[src/rtl/pipe_reg_elastic_pkg.sv]
// Shared core constants for the elastic pipeline boundaries: the bubble
// instruction, payload field layout of the IF/ID bus, and a sizing helper.
package pipe_reg_elastic_pkg;

  // Canonical RISC-V NOP (addi x0, x0, 0), used as the instruction bubble.
  localparam logic [31:0] NOP_INSTR = 32'h00000013;

  localparam int XLEN = 32;

  // IF/ID payload layout: {pc_next, instr}
  localparam int IFID_INSTR_OFF = 0;
  localparam int IFID_PC_OFF    = IFID_INSTR_OFF + XLEN;
  localparam int IFID_W         = IFID_PC_OFF + XLEN;

  typedef struct packed {
    logic [XLEN-1:0] pc_next;
    logic [XLEN-1:0] instr;
  } ifid_t;

  // Width needed to hold an occupancy count from 0 to depth inclusive.
  function automatic int count_width(input int depth);
    return $clog2(depth + 1);
  endfunction

endpackage

[src/rtl/pipe_reg_elastic_stage.sv]
// One valid-tagged register stage. Flush wins over load; a loaded bubble
// clears the valid bit but keeps the previous data so the bus stays quiet.
module pipe_stage
  import pipe_reg_elastic_pkg::*;
#(
  parameter int                 DATA_W     = 32,
  parameter logic [DATA_W-1:0]  BUBBLE_VAL = '0
) (
  input  logic              clk,
  input  logic              reset,
  input  logic              flush,
  input  logic              load,
  input  logic              in_valid,
  input  logic [DATA_W-1:0] in_data,
  output logic              valid,
  output logic [DATA_W-1:0] data
);

  // Stage register: reset/flush load the bubble, otherwise take upstream on load.
  always_ff @(posedge clk or posedge reset) begin
    if (reset) begin
      valid <= 1'b0;
      data  <= BUBBLE_VAL;
    end else if (flush) begin
      valid <= 1'b0;
      data  <= BUBBLE_VAL;
    end else if (load) begin
      valid <= in_valid;
      if (in_valid) begin
        data <= in_data;
      end
    end
  end

endmodule

[src/rtl/pipe_reg_elastic.sv]
// Elastic pipeline register: DEPTH valid-tagged stages with a ready chain
// that collapses bubbles, a synchronous flush and an occupancy counter.
//
// Handshake: a transfer happens on a rising edge where valid and ready are
// both high. The producer holds valid/data steady until it sees ready;
// ready may depend combinationally on out_ready_i but valid never depends
// on ready, and nothing on the input side reaches out_* combinationally.
module pipe_reg_elastic
  import pipe_reg_elastic_pkg::*;
#(
  parameter int                 DATA_W     = 32,
  parameter int                 DEPTH      = 1,
  parameter logic [DATA_W-1:0]  BUBBLE_VAL = '0
) (
  input  logic                          clk,
  input  logic                          reset,
  input  logic                          flush_i,
  input  logic                          in_valid_i,
  output logic                          in_ready_o,
  input  logic [DATA_W-1:0]             in_data_i,
  output logic                          out_valid_o,
  input  logic                          out_ready_i,
  output logic [DATA_W-1:0]             out_data_o,
  output logic [count_width(DEPTH)-1:0] count_o
);

  localparam int CNT_W = count_width(DEPTH);

  logic [DEPTH-1:0]  v;
  logic [DEPTH-1:0]  rdy;
  logic [DEPTH-1:0]  src_v;
  logic [DATA_W-1:0] d     [DEPTH];
  logic [DATA_W-1:0] src_d [DEPTH];

  logic              chain;
  logic              accept;
  logic              emit;
  logic [CNT_W-1:0]  count_q;
  logic [CNT_W-1:0]  count_nxt;

  // Ready chain, walked from the output side: a stage can load if it is
  // empty or anything downstream of it can move. Accumulating through a
  // single variable keeps the chain free of bit-level self-feedback.
  always_comb begin
    chain = out_ready_i;
    rdy   = '0;
    for (int k = DEPTH - 1; k >= 0; k--) begin
      chain  = chain | ~v[k];
      rdy[k] = chain;
    end
  end

  assign in_ready_o  = rdy[0] & ~flush_i;
  assign out_valid_o = v[DEPTH-1];
  assign out_data_o  = d[DEPTH-1];

  assign accept = in_valid_i & in_ready_o;
  assign emit   = out_valid_o & out_ready_i;

  for (genvar k = 0; k < DEPTH; k++) begin : g_stage
    if (k == 0) begin : g_head
      assign src_v[k] = in_valid_i;
      assign src_d[k] = in_data_i;
    end else begin : g_body
      assign src_v[k] = v[k-1];
      assign src_d[k] = d[k-1];
    end

    pipe_stage #(
      .DATA_W     (DATA_W),
      .BUBBLE_VAL (BUBBLE_VAL)
    ) u_stage (
      .clk      (clk),
      .reset    (reset),
      .flush    (flush_i),
      .load     (rdy[k]),
      .in_valid (src_v[k]),
      .in_data  (src_d[k]),
      .valid    (v[k]),
      .data     (d[k])
    );
  end

  // Next occupancy: one in, one out, or both (net zero).
  always_comb begin
    count_nxt = count_q;
    if (accept && !emit) begin
      count_nxt = count_q + 1'b1;
    end else if (!accept && emit) begin
      count_nxt = count_q - 1'b1;
    end
  end

  // Occupancy register; flush empties the pipe so the count restarts at zero.
  always_ff @(posedge clk or posedge reset) begin
    if (reset) begin
      count_q <= '0;
    end else if (flush_i) begin
      count_q <= '0;
    end else begin
      count_q <= count_nxt;
    end
  end

  assign count_o = count_q;

endmodule

[config.mk]
export PLATFORM = sky130hd
export DESIGN_NAME = pipe_reg_elastic
export DESIGN_NICKNAME = d
export VERILOG_FILES = /design/src/rtl/pipe_reg_elastic_pkg.sv /design/src/rtl/pipe_reg_elastic_stage.sv /design/src/rtl/pipe_reg_elastic.sv
export SDC_FILE = /design/constraint.sdc
export NUM_CORES = 1
export LEC_CHECK = 0
export ABC_CLOCK_PERIOD_IN_PS = 1470
export BUFFER_PORTS_ARGS = -buffer_cell sky130_fd_sc_hd__buf_2
export CAP_MARGIN = 20
export CELL_PAD_IN_SITES_DETAIL_PLACEMENT = 1
export CELL_PAD_IN_SITES_GLOBAL_PLACEMENT = 1
export CORE_MARGIN = 4
export CORE_UTILIZATION = 36
export CTS_CLUSTER_DIAMETER = 100
export DETAILED_ROUTE_END_ITERATION = 10
export HOLD_SLACK_MARGIN = 0.12
export PLACE_DENSITY = 0.85
export SYNTH_ARGS = -nofsm -noshare
export SYNTH_HDL_FRONTEND = slang
export SYNTH_HIERARCHICAL = 1
export SYNTH_SLANG_ARGS = --single-unit
[constraint.sdc]
create_clock -name clk -period 1.47 [get_ports clk]
set_input_delay 0.294 -clock clk [delete_from_list [all_inputs] [get_ports clk]]
set_output_delay 0.294 -clock clk [all_outputs]
set_load 0.02 [all_outputs]
==> results of run 1 <==
## cell type report
cell class                 instances  area [um^2]  share of cell area [%]
timing repair buffer              81        485.5                   20.93
sequential                        34        852.1                   36.73
clock buffer                       6        82.58                   3.560
multi-input combinational        105        795.8                   34.30
inverter                           2        7.507                  0.3236
clock inverter                     2        12.51                  0.5394
tap                               67        83.83                   3.614
## per-layer routing
| metal | vias up | GRT usage [%] | wire [um] |
|---|---|---|---|
| li1 | 701 | - | - |
| met1 | 694 | 20.03 | 1986 |
| met2 | 46 | 27.23 | 2277 |
| met3 | 5 | 3.555 | 246 |
| met4 | 0 | 4.196 | 37 |
| met5 | - | 0 | 0 |
## state kept, by name, summed over array words and instances, names as in the netlist
register / flops
g_stage.u_stage/data: 32
g_stage.u_stage/valid: 1
count_o: 1
## worst reg2reg max path, cell delays in order, from the launching register on
cell and delay, ps:
dfrtp_2 430, nand2b_4 110, buf_12 190, mux2i_1 200, nor2_1 50
## cells in the final DEF (no fill, tap or decap)
cell	synthesis	layout
dfrtp_2	0	1
clkinvlp_4	0	1
a21o_1	1	1
nor2_1	1	1
a21bo_2	5	5
nand3_1	33	33
inv_1	2	2
buf_2	9	70
nand2b_4	1	2
nand3b_4	1	1
mux2i_1	1	1
a21oi_1	15	15
dlygate4sd3_1	0	1
nor2b_2	0	1
buf_4	2	6
a21bo_1	27	27
a21oi_2	18	18
clkbuf_8	0	6
clkinv_2	0	1
dfrtp_1	34	33
buf_12	0	4
## worst max-delay path by stage
stage / startpoint / endpoint / slack, ps / depth (start not counted)
CTS: g_stage[0].u_stage/valid / in_ready_o / 40 / 3
global placement: out_ready_i / in_ready_o / 250 / 4
detailed placement: out_ready_i / g_stage[0].u_stage/data[30] / 170 / 5
floorplan: g_stage[0].u_stage/valid / in_ready_o / 180 / 2
global route: g_stage[0].u_stage/valid / in_ready_o / 30 / 3
finish: g_stage[0].u_stage/valid / in_ready_o / 80 / 3
## per-stage QoR
stage / hold WS [ps] / cell area (um^2) / total power, mW
CTS: 246.3 / 2315 / 2.210
global route: 256.0 / 2320 / 2.289
detailed placement: 150.0 / 2196 / 1.471
global placement: 141.5 / 2196 / 1.456
floorplan: 22.71 / 1775 / 1.312
finish: 249.3 / 2320 / 2.177
## repair_timing
| action | CTS | global route |
|---|---|---|
| hold buffers | 1 | 0 |
| hold endpoints to repair | 34 | 0 |
| resized for setup | 2 | 2 |
| buffers inserted | 1 | 0 |
| pin swaps | 0 | 0 |
| setup endpoints to repair | 1 | 1 |
## where the power goes
part,leakage [nW],switching (mW),total (mW),internal [mW]
clock network,0.0472,0.343,0.719,0.376
registers,0.453,0.0294,1.02,0.988
logic,0.673,0.252,0.440,0.188
total,1.17,0.624,2.18,1.55
## logic make-up (layout without fill, tap and decap cells)
family / Yosys count / in the layout
AO/OA/AOI/OAI: 66 / 66
flip-flops: 34 / 34
multiplexers: 1 / 1
AND/OR/NAND/NOR: 38 / 38
buffers and inverters: 20 / 91
==> results_dict.tcl, run 1 <==
set metrics [dict create \
    status "complete, no violations" \
    finalWorstSetupSlack_ps 79.15 \
    grt_pass1_vias 1563 \
    rsz0062_at_grt "no" \
    synthDistinctLibCells 18 \
    synth-async-reset-ratio_pct 100.0 \
    grt_overflow 0 \
    ys.flop_type "dfrtp_1" \
    yosysMostFrequentCell "dfrtp_1" \
    dp_worst_setup_slack_ps 166.2 \
    grt_max_degree 35 \
    synth_xor_area_share_pct 0 \
    synth_area_leader_cell "dfrtp_1" \
    critPathArrivalTime_ps 1100 \
    final_hold_viol_count 0 \
    powerDensity_mw_per_mm2 938.3 \
    synth_top_family_by_area "compound AO/OA/AOI/OAI gates" \
    synth_nets 196 \
    cp-end-kind "output pin" \
    grt_use_total_pct 15.82 \
    synth_edf_count 0 \
    drv_cap 0 \
    synth-simple-area-share_pct 12.12 \
    netlist_top_cells_area "dfrtp_1 (48%), a21bo_1 (15%), nand3_1 (9.3%)" \
    syn_avg_cell_area_um2 11.17 \
    rows 25 \
    ys_seq_elements 34 \
    r2r-start "g_stage[0].u_stage/valid" \
    worst_r2r_path_depth 4 \
    worstHoldEndpoint "g_stage[0].u_stage/data[3]" \
    syn_inst 159 \
    yosysSeqAreaShare_pct 47.92 \
    cp_slowest_cell "dfrtp_2" \
    p_leak_nw 1.173 \
    post-route-util_pct 48.79 \
    diodes 0 \
    htreeDepth 2 \
    finalSetupViolations 0 \
    cts_tree "built" \
    ios 72 \
    setup_tns_ps 0 \
    cp_cell_sequence "nand2b_4, nor2b_2, buf_4" \
    die_h_um 78.23 \
    fin_crit_ps 1391 \
    wl_per_cell_um 15.31 \
    reg2reg_to "g_stage[0].u_stage/valid" \
    synth_compound_area_share_pct 31.57 \
    clkLatencyLatePin_ps 280 \
    worst_path_largest_cell_delay_ps 430 \
    synth_common_cells "dfrtp_1 (34), nand3_1 (33), a21bo_1 (27)" \
    ir_worst_vdd_mv 0.3870 \
    slew_viol_final 0 \
    hp-start "in_data_i[3]" \
    path_buf_inv 1 \
    final_antenna_net_count 0 \
    synth_top_cell_area_share_pct 47.92 \
    crit_family "flip-flops" \
    crit_type "reg2out" \
    fmax_ghz 0.7190 \
    start_util_pct 37.34 \
    fin_crit_sh_pct 94.62 \
    hold_path.class "in2reg" \
    instances_no_fill 297 \
    vias 1446 \
    die_width_um 78.23 \
    cts_made_buffers 5 \
    startpoint_type "flop" \
    layout.nets 266 \
    yosys_warnings 6 \
    fillCellCount 564 \
    synth.area.mux_share_pct 0.5638 \
    grt_pass1_wl_mm 7.679 \
    dp_hpwl_mm 3.274 \
    crit_fanout 3 \
    firstDrtPassIters 4 \
    whs_path_depth 3 \
    clock_path_buffers 2 \
    clock_skew_ps 3.301 \
    viasPerCell 4.869 \
    area_delta_synth_final_pct 30.66 \
    cts-root-buf "clkbuf_8" \
    port_buffers 71 \
    die_area_mm2 0.006119 \
    core_area_mm2 0.004755 \
    path_clk_slew_ps 70 \
    synth_fa_ha_area_share_pct 0 \
    drt_iter0_markers 39 \
    worst_slew_pin_slew_ps 252.3 \
    wirelength_mm 4.548 \
    place.gp.congestion 0.6636 \
    layout-drive-gt1-share_pct 50.43 \
    clock_sinks 34 \
    synth_area_mm2 0.001775 \
    antenna_found_initial 0 \
    placed_cells 287 \
    worst-r2r-setup-slack_ps 360 \
    drcViolationCount 0 \
    cp.required_ps 1180 \
    timing.slew.headroom_pct 83.18 \
]
(Power assumes the default switching activity.)
==> inputs of run 2 (changes only) <==
CTS_CLUSTER_DIAMETER = 50   (was 100)
CTS_CLUSTER_SIZE = 25   (was unset)
MAX_ROUTING_LAYER = met4   (was unset)
==> results_dict.tcl, run 2 (synthesis results as in run 1) <==
set metrics [dict create \
    clock_path_buffers 2 \
    fin_crit_ps 1388 \
    drcViolationCount 0 \
    area_delta_synth_final_pct 30.66 \
    cts_made_buffers 5 \
    cp-end-kind "output pin" \
    clock_skew_ps 3.056 \
    total_power_mw 2.172 \
    place.gp.congestion 0.6698 \
    largest_reg_flops 32 \
    vias 1456 \
    htreeDepth 2 \
    hold_path.class "in2reg" \
    ir_worst_vdd_mv 0.3860 \
    drt_iter0_markers 37 \
    die_area_mm2 0.006119 \
    rows 25 \
    timing.slew.headroom_pct 83.32 \
    setup_tns_ps 0 \
    fillCellCount 564 \
    crit_fanout 3 \
    crit_type "reg2out" \
    slew_viol_final 0 \
    layout.nets 266 \
    core_area_mm2 0.004755 \
    grt_max_degree 35 \
    startpoint_type "flop" \
    diodes 0 \
    fin_crit_sh_pct 94.42 \
    critPathArrivalTime_ps 1090 \
    finalSetupViolations 0 \
    clkLatencyLatePin_ps 280 \
    grt_use_total_pct 16.24 \
    rsz0062_at_grt "no" \
    mostFrequentLayoutCell "buf_2" \
    die_width_um 78.23 \
    final_hold_viol_count 0 \
    instances_no_fill 297 \
    firstDrtPassIters 4 \
    port_buffers 71 \
    cts_tree "built" \
    drv_cap 0 \
    top_register "g_stage.u_stage/data" \
    clock_sinks 34 \
    fmax_ghz 0.7205 \
    grt_pass1_wl_mm 7.672 \
    final_antenna_net_count 0 \
    ios 72 \
    p_leak_nw 1.173 \
    powerDensity_mw_per_mm2 936.5 \
    start_util_pct 37.34 \
    finalWorstSetupSlack_ps 82.09 \
    layout-drive-gt1-share_pct 50.43 \
    grt_pass1_vias 1560 \
    viasPerCell 4.902 \
    final_cell_mix "buf_2 (70), nand3_1 (33), dfrtp_1 (33)" \
    wl_per_cell_um 15.15 \
    cts-root-buf "clkbuf_8" \
    antenna_found_initial 0 \
    grt_overflow 0 \
    placed_cells 287 \
    cp.required_ps 1180 \
    dp_hpwl_mm 3.274 \
    wirelength_mm 4.500 \
    path_clk_slew_ps 70 \
    die_h_um 78.23 \
    dp_worst_setup_slack_ps 166.2 \
    status "complete, no violations" \
    worst_slew_pin_slew_ps 250.2 \
]
-- run 2: cell counts in the layout (fill, tap and decap cells not counted) --
No cell type changed its count.
-- run 2: worst max-delay path: stages (launching register included) --
cell	delay, ps
dfrtp_2	430
nand2b_4	110
nor2b_2	140
buf_4	140
-- run 2: path summary, 6_finish.rpt --
kind                                          start  cells past startpoint  slack [ps]                    endpoint
min reg2reg                                 count_o                      2         570                     count_o
max reg2reg                g_stage[0].u_stage/valid                      4         370    g_stage[0].u_stage/valid
max in group asynchronous                     reset                      4         670    g_stage[0].u_stage/valid
max                        g_stage[0].u_stage/valid                      3          80                  in_ready_o
min                                    in_data_i[3]                      3         250  g_stage[0].u_stage/data[3]
min in group asynchronous                     reset                      3         400                     count_o
-- run 2: cell type report --
type	count	area (um^2)	share of cell area, %
clock buffer	6	82.58	3.560
clock inverter	2	12.51	0.5394
inverter	2	7.507	0.3236
multi-input combinational	105	795.8	34.30
sequential	34	852.1	36.73
tap	67	83.83	3.614
timing repair buffer	81	485.5	20.93
-- run 2: power breakdown --
part / switching (mW) / internal (mW)
Sequential: 0.0294 / 0.988
Clock: 0.340 / 0.376
Combinational: 0.251 / 0.188
Total: 0.620 / 1.55
-- run 2: what timing repair did --
action | 4_1_cts | 5_1_grt
cloned | 0 | 0
setup endpoints to repair | 1 | 1
hold buffers | 1 | 0
setup buffers | 1 | 0
endpoints found under the hold margin | 34 | 0
gates resized for setup | 2 | 2
-- run 2: stage by stage --
stage               utilization [%]  hold slack [ps]  area [um^2]
detailed placement            46.18            150.0         2196
floorplan                         -            22.71         1775
finish                        48.79            249.6         2320
CTS                           48.68            246.3         2315
global placement              46.18            141.5         2196
global route                  48.79            256.0         2320
-- run 2: routing by layer --
layer  vias to the layer above  wire, um  part of all wire, %  GRT usage (%)
met5                         -         0                    0              -
met4                         0        36                 0.80          4.196
met3                         5       234                  5.2          3.555
met2                        46      2271                   50          27.31
met1                       705      1957                   43          19.88
li1                        700         -                    -              -
